$ cat src/rtl/axi4_hash_block_master.sv
// AXI4-Lite master that pushes one hash block into the hash core's register
// slave, sets the control enable bit, then polls until the core clears it.
module axi4_hash_block_master #(
  parameter int unsigned          DataWidth  = 32,
  parameter int unsigned          AddrWidth  = 32,
  parameter int unsigned          BlockWidth = 512,
  parameter bit                   ByteAlign  = 1'b1,
  parameter logic [AddrWidth-1:0] BaseAddr   = '0,
  parameter int unsigned          PollLimit  = 1024
) (
  input  logic                    aclk_i,
  input  logic                    areset_ni,
  output logic                    awvalid_m_o,
  input  logic                    awready_m_i,
  output logic [AddrWidth-1:0]    awaddr_m_o,
  output logic [2:0]              awprot_m_o,
  output logic                    wvalid_m_o,
  input  logic                    wready_m_i,
  output logic [DataWidth-1:0]    wdata_m_o,
  output logic [DataWidth/8-1:0]  wstrb_m_o,
  input  logic                    bvalid_m_i,
  output logic                    bready_m_o,
  input  logic [1:0]              bresp_m_i,
  output logic                    arvalid_m_o,
  input  logic                    arready_m_i,
  output logic [AddrWidth-1:0]    araddr_m_o,
  output logic [2:0]              arprot_m_o,
  input  logic                    rvalid_m_i,
  output logic                    rready_m_o,
  input  logic [DataWidth-1:0]    rdata_m_i,
  input  logic [1:0]              rresp_m_i,
  input  logic                    start_i,
  input  logic [BlockWidth-1:0]   block_i,
  output logic                    busy_o,
  output logic                    done_o,
  output logic [1:0]              status_o
);

  localparam int unsigned NumRegs  = BlockWidth / DataWidth;
  localparam int unsigned AddrStep = DataWidth / (ByteAlign ? 8 : 32);
  localparam int unsigned AddrBits = $clog2(NumRegs * AddrStep);
  localparam logic [AddrWidth-1:0] CtrlAddr = BaseAddr + (AddrWidth'(1) << AddrBits);
  localparam int unsigned CntW     = $clog2(NumRegs + 1);
  localparam int unsigned PollW    = $clog2(PollLimit + 1);

  typedef enum logic [2:0] {StIdle, StWrite, StWresp, StRead, StRresp, StDone} state_e;

  state_e                r_state, w_state_d;
  logic [BlockWidth-1:0] r_block, w_block_d;
  logic [CntW-1:0]       r_wcnt, w_wcnt_d;
  logic [PollW-1:0]      r_pcnt, w_pcnt_d;
  logic [1:0]            r_status, w_status_d;
  logic                  r_aw_done, w_aw_done_d;
  logic                  r_w_done, w_w_done_d;
  logic [AddrWidth-1:0]  r_awaddr, w_awaddr_d;
  logic [DataWidth-1:0]  r_wdata, w_wdata_d;
  logic [AddrWidth-1:0]  r_araddr, w_araddr_d;

  // Address/data of the next write beat: word 0 from block_i at start, later words from r_block
  logic [CntW-1:0]       w_widx;
  logic [BlockWidth-1:0] w_src, w_shift;
  logic [AddrWidth-1:0]  w_waddr;
  logic [DataWidth-1:0]  w_wdata;

  // Select the next beat's address and data; index NumRegs is the control-register write
  always_comb begin
    w_widx  = (r_state == StIdle) ? '0 : r_wcnt + CntW'(1);
    w_src   = (r_state == StIdle) ? block_i : r_block;
    w_shift = w_src >> (32'(w_widx) * DataWidth);
    if (w_widx == CntW'(NumRegs)) begin
      w_waddr = CtrlAddr;
      w_wdata = DataWidth'(1);
    end else begin
      w_waddr = BaseAddr + AddrWidth'(32'(w_widx) * AddrStep);
      w_wdata = w_shift[DataWidth-1:0];
    end
  end

  // Next-state logic for the transfer sequencer
  always_comb begin
    w_state_d   = r_state;
    w_block_d   = r_block;
    w_wcnt_d    = r_wcnt;
    w_pcnt_d    = r_pcnt;
    w_status_d  = r_status;
    w_aw_done_d = r_aw_done;
    w_w_done_d  = r_w_done;
    w_awaddr_d  = r_awaddr;
    w_wdata_d   = r_wdata;
    w_araddr_d  = r_araddr;
    unique case (r_state)
      StIdle: begin
        if (start_i) begin
          w_block_d   = block_i;
          w_wcnt_d    = '0;
          w_pcnt_d    = '0;
          w_status_d  = 2'd0;
          w_aw_done_d = 1'b0;
          w_w_done_d  = 1'b0;
          w_awaddr_d  = w_waddr;
          w_wdata_d   = w_wdata;
          w_state_d   = StWrite;
        end
      end
      StWrite: begin
        // AW and W complete independently; leave only once both have handshaken
        if (awvalid_m_o && awready_m_i) w_aw_done_d = 1'b1;
        if (wvalid_m_o && wready_m_i)   w_w_done_d  = 1'b1;
        if (w_aw_done_d && w_w_done_d)  w_state_d   = StWresp;
      end
      StWresp: begin
        if (bvalid_m_i) begin
          if (bresp_m_i[1]) begin
            w_status_d = 2'd1;
            w_state_d  = StDone;
          end else if (r_wcnt == CntW'(NumRegs)) begin
            w_araddr_d = CtrlAddr;
            w_state_d  = StRead;
          end else begin
            w_wcnt_d    = r_wcnt + CntW'(1);
            w_aw_done_d = 1'b0;
            w_w_done_d  = 1'b0;
            w_awaddr_d  = w_waddr;
            w_wdata_d   = w_wdata;
            w_state_d   = StWrite;
          end
        end
      end
      StRead: begin
        if (arready_m_i) w_state_d = StRresp;
      end
      StRresp: begin
        if (rvalid_m_i) begin
          if (rresp_m_i[1]) begin
            w_status_d = 2'd1;
            w_state_d  = StDone;
          end else if (!rdata_m_i[0]) begin
            w_status_d = 2'd0;
            w_state_d  = StDone;
          end else if (r_pcnt + PollW'(1) == PollW'(PollLimit)) begin
            w_status_d = 2'd2;
            w_state_d  = StDone;
          end else begin
            w_pcnt_d  = r_pcnt + PollW'(1);
            w_state_d = StRead;
          end
        end
      end
      StDone:  w_state_d = StIdle;
      default: w_state_d = StIdle;
    endcase
  end

  // State and datapath registers
  always_ff @(posedge aclk_i or negedge areset_ni) begin
    if (!areset_ni) begin
      r_state   <= StIdle;
      r_block   <= '0;
      r_wcnt    <= '0;
      r_pcnt    <= '0;
      r_status  <= 2'd0;
      r_aw_done <= 1'b0;
      r_w_done  <= 1'b0;
      r_awaddr  <= '0;
      r_wdata   <= '0;
      r_araddr  <= '0;
    end else begin
      r_state   <= w_state_d;
      r_block   <= w_block_d;
      r_wcnt    <= w_wcnt_d;
      r_pcnt    <= w_pcnt_d;
      r_status  <= w_status_d;
      r_aw_done <= w_aw_done_d;
      r_w_done  <= w_w_done_d;
      r_awaddr  <= w_awaddr_d;
      r_wdata   <= w_wdata_d;
      r_araddr  <= w_araddr_d;
    end
  end

  // Handshake outputs decode registered state only, so no AXI input reaches an AXI output
  assign awvalid_m_o = (r_state == StWrite) && !r_aw_done;
  assign wvalid_m_o  = (r_state == StWrite) && !r_w_done;
  assign bready_m_o  = (r_state == StWresp);
  assign arvalid_m_o = (r_state == StRead);
  assign rready_m_o  = (r_state == StRresp);
  assign awaddr_m_o  = r_awaddr;
  assign wdata_m_o   = r_wdata;
  assign araddr_m_o  = r_araddr;
  assign wstrb_m_o   = '1;
  assign awprot_m_o  = 3'b000;
  assign arprot_m_o  = 3'b000;
  assign busy_o      = (r_state != StIdle);
  assign done_o      = (r_state == StDone);
  assign status_o    = r_status;

  // Only the enable bit and the error bit of each response matter
  logic w_unused;
  assign w_unused = ^{rdata_m_i[DataWidth-1:1], bresp_m_i[0], rresp_m_i[0]};

endmodule
$ cat config.mk
export PLATFORM = sky130hd
export DESIGN_NAME = axi4_hash_block_master
export DESIGN_NICKNAME = d
export VERILOG_FILES = /design/src/rtl/axi4_hash_block_master.sv
export SDC_FILE = /design/constraint.sdc
export NUM_CORES = 1
export LEC_CHECK = 0
export BUFFER_PORTS_ARGS = -buffer_cell sky130_fd_sc_hd__buf_4
export CORE_AREA = 2 2 260 262
export CTS_CLUSTER_SIZE = 20
export DETAILED_ROUTE_END_ITERATION = 16
export DIE_AREA = 0 0 262 264
export HOLD_SLACK_MARGIN = 0.12
export PLACE_DENSITY = 0.73
export SYNTH_ARGS = -nofsm -noshare
export SYNTH_HDL_FRONTEND = slang
export SYNTH_SLANG_ARGS = --single-unit
$ cat constraint.sdc
create_clock -name aclk_i -period 5.5 [get_ports aclk_i]
set_clock_uncertainty 0.1 [all_clocks]
set_input_delay 0.55 -clock aclk_i [delete_from_list [all_inputs] [get_ports aclk_i]]
set_output_delay 0.55 -clock aclk_i [all_outputs]
set_load 0.005 [all_outputs]
* After elaboration in Yosys (flattened, before gate mapping)
Cells that the tools add are included.
Word-level totals: flip-flop bits (word level) 600, input bits 556, output and inout bits 115, logic and storage cells 108
Operators by class: $add $sub $neg 2, equal/unequal tests 20, shift-type cells 1, muxes and demuxes 54, bitwise operators 1, reductions and logical operators 20
Operators by type and width (count):
- $mux W512 | 1
- $shr A512 B10 Y32 | 1
- $mux W32 | 9
- $pmux W32 S2 | 2
- $mux W11 | 5
- $mux W3 | 9
- $mux W5 | 5
- $pmux W11 S2 | 1
- $mux W2 | 8
- $ne A2 B2 Y1 const B | 8
- $pmux W3 S5 | 1
- $reduce_and A5 Y1 | 3
- $reduce_and A6 Y1 | 2
- $add A11 B1 Y11 const B | 1
- $eq A11 B11 Y1 const B | 1
- $eq A5 B5 Y1 const B | 2
- $pmux W5 S2 | 1
- $reduce_bool A3 Y1 | 3
- $mux W1 | 8
- $mux W7 | 1
- $eq A3 B2 Y1 const B | 2
- $eq A3 B3 Y1 const B | 2
- $ne A2 B1 Y1 const B | 3
- $pmux W1 S3 | 2
- other kinds (11) | 17

* Logic depth before layout (Yosys ltp)
word-level depth 8, gate-level depth with buffers 13

* Worst setup path before layout
No wires, ideal clock.
path type reg-to-reg, from register r_wcnt[0], to register r_wdata[3], in the netlist wdata_m_o[3], arrival time 2998 ps, path slack 2281 ps, cell stages (with the launch flop) 12, path buffers 5, clock period less this slack 3219 ps, path through dfrtp_1 buf_2 inv_2 buf_2 clkbuf_1 ha_1 buf_2 buf_2 mux4_2 nand2_1 nand3_1 a32o_1
On the way: longest elaborated chain between the ends 8
RTL lines:
- from (decl) | RTL line 50 | logic [CntW-1:0] r_wcnt, w_wcnt_d;
- from (signal assigned) | RTL line 170 | r_wcnt <= w_wcnt_d;
- $add A5 B1 Y5 | RTL line 67 | w_widx = (r_state == StIdle) ? '0 : r_wcnt + CntW'(1);
- $mux W5 | RTL line 67
- $shr A512 B10 Y32 or $eq A5 B5 Y1 (tied branches) | RTL line 69, 70
- $mux W32 | RTL line 70 | if (w_widx == CntW'(NumRegs)) begin
- $mux W32 | RTL line 116 | end else if (r_wcnt == CntW'(NumRegs)) begin
- $mux W32 | RTL line 113 | if (bresp_m_i[1]) begin
- $mux W32 | RTL line 112 | if (bvalid_m_i) begin
- $pmux W32 S2 | RTL line 91 | unique case (r_state)
- to (signal assigned) | RTL line 176 | r_wdata <= w_wdata_d;
- to (decl) | RTL line 56 | logic [DataWidth-1:0] r_wdata, w_wdata_d;
Several ways; a longest one is shown, not always the timed one. The select of a mux whose other input is x is not followed. A chain may end at the register's enable or synchronous reset.

* Worst setup path in the final report
from register r_wcnt[0], to register r_wdata[24], in the netlist wdata_m_o[24]
The elaborated chain is that of the path after synthesis.

==> summary.txt <==
Clocking
  – TritonCTS clock tree: yes
  – Clock slew seen by the registers of the worst setup and hold paths: 60 ps
  – Clock Path Buffers: 3
  – H-Tree Level Count: 2
  – Num CTS Buffers: 61
  – Clk_lat worst skew: between 600 and 700 ps
  – Cts repair resizes: 0
  – Num Clock Sinks: 573
  – Post-CTS setup buffer count: 0
  – Clk root buf: clkbuf_16

Yosys
  – Main combinational cell family by area after synthesis: simple AND/OR/NAND/NOR gates
  – Average size of a mapped cell: 8.71 um^2
  – Post-synth top flop: dfrtp_1
  – Cell variety after synth: 59
  – Most common cell in the synthesized netlist: nand2_1
  – EDFF count, synth: 0
  – Mux cell area share after synthesis: 0.0742
  – Top cells by count, synth: 1656 x nand2_1, 573 x dfrtp_1, 155 x clkbuf_1
  – Async S/R FF share, synth: 1.00
  – Sequential share of the synthesized area: 0.532
  – Post-synthesis adder-cell area fraction: 0.00139
  – Synth Area in Simple Gates: 0.263
  – Synth area leader: dfrtp_1
  – Cell count after synthesis: between 3000 and 4000
  – Synthesis Warnings: 0
  – XOR/XNOR Fraction of Synth Area: 0.00190
  – Flops & latches, synth: 573
  – Mapped Area: 27000 um^2
  – Compound-Gate Fraction of Synth Area: 0.0756
  – Synth top area cells: dfrtp_1 53%, nand2_1 23%, mux4_2 4.8%, o221ai_1 3.0%, mux2i_1 2.5%
  – Synth top area share: 0.532

Setup path
  – Worst EP arrival: 4850 ps
  – Setup CP Type: register to register
  – Critical Path End Type: register
  – CP max stage cell: ha_4
  – Family with the most delay on the worst path: simple AND/OR/NAND/NOR gates
  – Worst path cell trace: clkinv_2 -> ha_4 -> and2_4 -> o221ai_1 -> nand3_1 -> o21ai_0 -> o221ai_1
  – Crit-path max cell delay: 840 ps
  – Critical path depth: 7
  – Max FO, Critical Path: 56
  – Startpoint Class: register
  – Worst Path Buf+Inv: 1
  – Reg2Reg Depth: 7
  – WP data required: 5950 ps
  – Most used cell, CP: o221ai_1

Power and ir drop
  – Leak: 0.0196 uW
  – VDD IR max: ~0.34 mV
  – Cell Pwr Density: 545 nW/um^2

Routing
  – Post-route ant nets: 0
  – Drt pass-1 iters: 8
  – Drt wl/cell: 22.2 um
  – Initial detailed-routing violation count: approximately 3000
  – DRC: 0
  – Via Count: 27100
  – Via density: between 5 and 6
  – WL final: 111 mm

Layout
  – Multi-input logic area: between 10000 and 15000 um^2
  – Net count, final: 4621
  – Layout cells sized above 1: 0.189
  – Syn-to-layout area delta: 44.3%
  – FILL cells: about 5300
  – Register area: 14300 um^2

Global routing
  – Pin count of the biggest net entering global routing: ~140
  – Global-route wire length before repair: 165 mm
  – Vias in the first global route: ~28000
  – Total track usage: 0.316
  – Antenna violations before repair: 27
  – Total gr overflow: 0

Job
  – Max-cap violations: 0

Floorplan
  – Core Rows: 95
  – Die ar.: 69200 um^2
  – Core Region: 66600 um^2
  – I/O pin count: 671
  – Die height: between 200 and 300 um
  – Die W: 262 um
  – Starting Density: 0.405

STA
  – Setup-failing EPs final: 0
  – Max_slew headroom: 0.174
  – Fmax: 227 MHz
  – Fin crit period: roughly 4400 ps
  – Count of pins over their slew limit: 0
  – Final Hold Fails: 0
  – Period utilization: 0.801
  – Min Hold Slack: ~170 ps
  – Unrepaired setup endpoints after global routing: false
  – Final TNS setup: 0 ps
  – Slew at the pin closest to its max-slew limit: between 1000 and 1500 ps

Hold path
  – Hold Path Stages: 3
  – Min-Delay Path Class: input port to register

Status
  – Status: completed

Placement
  – DP Wirelength: 67.7 mm
  – GP Congestion: 0.869
  – Port bufs: 569
[placed cells by master (no fill, tap or decap), types with 3 or more instances in the layout]
cell           instances
nand2_1             1655
buf_4                588
dfrtp_1              572
dlygate4sd3_1        514
o221ai_1              92
o21ai_0               76
conb_1                68
mux2i_1               67
clkbuf_16             61
mux4_2                58
nand3_1               48
o22ai_1               46
nor2b_1               43
nor2_1                20
diode_2               19
a21oi_1               18
clkinv_2              16
clkbuf_8              15
a32o_1                14
a21o_1                12
buf_12                12
inv_1                 11
clkbuf_1              11
nand4_1                7
nor3_1                 6
a31oi_1                4
o211ai_1               4
nand2b_1               3
and3_1                 3
a222oi_1               3
a221o_1                3
bufinv_16              3
[worst min-delay path: stages]
cell and delay (ps):
buf_4 90, a21oi_1 50, o21ai_0 160
[stage by stage]
| stage | setup WS [ps] | cell area [um^2] | cells | total power, uW | util |
|---|---|---|---|---|---|
| after detailed placement | 1170 | 31700 | 4358 | 16300 | 0.476 |
| after global routing | 956 | 38900 | 5000 | 22400 | 0.584 |
| after CTS | 1160 | 38800 | 4982 | 20800 | 0.583 |
| after global placement | 1170 | 31700 | 4358 | 16000 | 0.476 |
| after floorplan | 2280 | 27200 | 3159 | 12700 | - |
| final | 1090 | 38900 | 5001 | 21200 | 0.584 |
[final cells by class]
type                            instances  share of cell area
Clock buffer                           87              0.0456
Multi-Input combinational cell       2298               0.297
Timing Repair Buffer                 1115               0.252
Inverter                               13             0.00135
Sequential cell                       573               0.369
Tap cell                              873              0.0281
Clock inverter                         23             0.00589
Antenna cell                           19             0.00122
[worst paths after layout]
check	startpoint	to	slack (ps)
max in group asynchronous	areset_ni	r_wcnt[0]	3380
hold reg to reg	r_block[218]	r_block[218]	370
setup / recovery	r_wcnt[0]	wdata_m_o[24]	1090
setup reg to reg	r_wcnt[0]	wdata_m_o[24]	1090
hold / removal	awready_m_i	r_aw_done	170
min in group asynchronous	areset_ni	r_block[152]	480
[sequential cells by signal, summed over array words and instances, names as in the netlist]
signal / flops
r_block: 512
wdata_m_o: 32
r_pcnt: 11
awaddr_m_o: 5
r_wcnt: 5
r_state: 3
status_o: 2
araddr_m_o: 1
r_aw_done: 1
r_w_done: 1
[power by group]
| group | total (uW) | internal, uW | switching [uW] |
|---|---|---|---|
| Combinational | 9550 | 3520 | 6020 |
| Sequential | 7450 | 6160 | 1290 |
| Clock | 4220 | 2380 | 1840 |
| Total | 21200 | 12100 | 9150 |
[per-layer routing]
layer	GRT usage	wire [um]	up-vias
met4	0.204	7930	12
li1	-	-	11900
met3	0.0667	8970	480
met2	0.497	51500	1535
met5	0	75	-
met1	0.395	42700	13200
[logic make-up (layout without fill, tap and decap cells)]
kind of cell             Yosys count  after routing
AND/OR/NAND/NOR                 1808           1808
flip-flops                       573            573
buffers and inverters            288           1238
AO/OA/AOI/OAI                    287            287
multiplexers                     127            127
XOR/XNOR                           5              5
adder cells (fa/ha/maj)            3              3
other                              2             87
[what timing repair did]
action | in CTS | in global routing
endpoints found under the hold margin | 608 | 0
setup endpoints to repair | 0 | 0
hold buffers | 514 | 0
(Power assumes the default switching activity.)
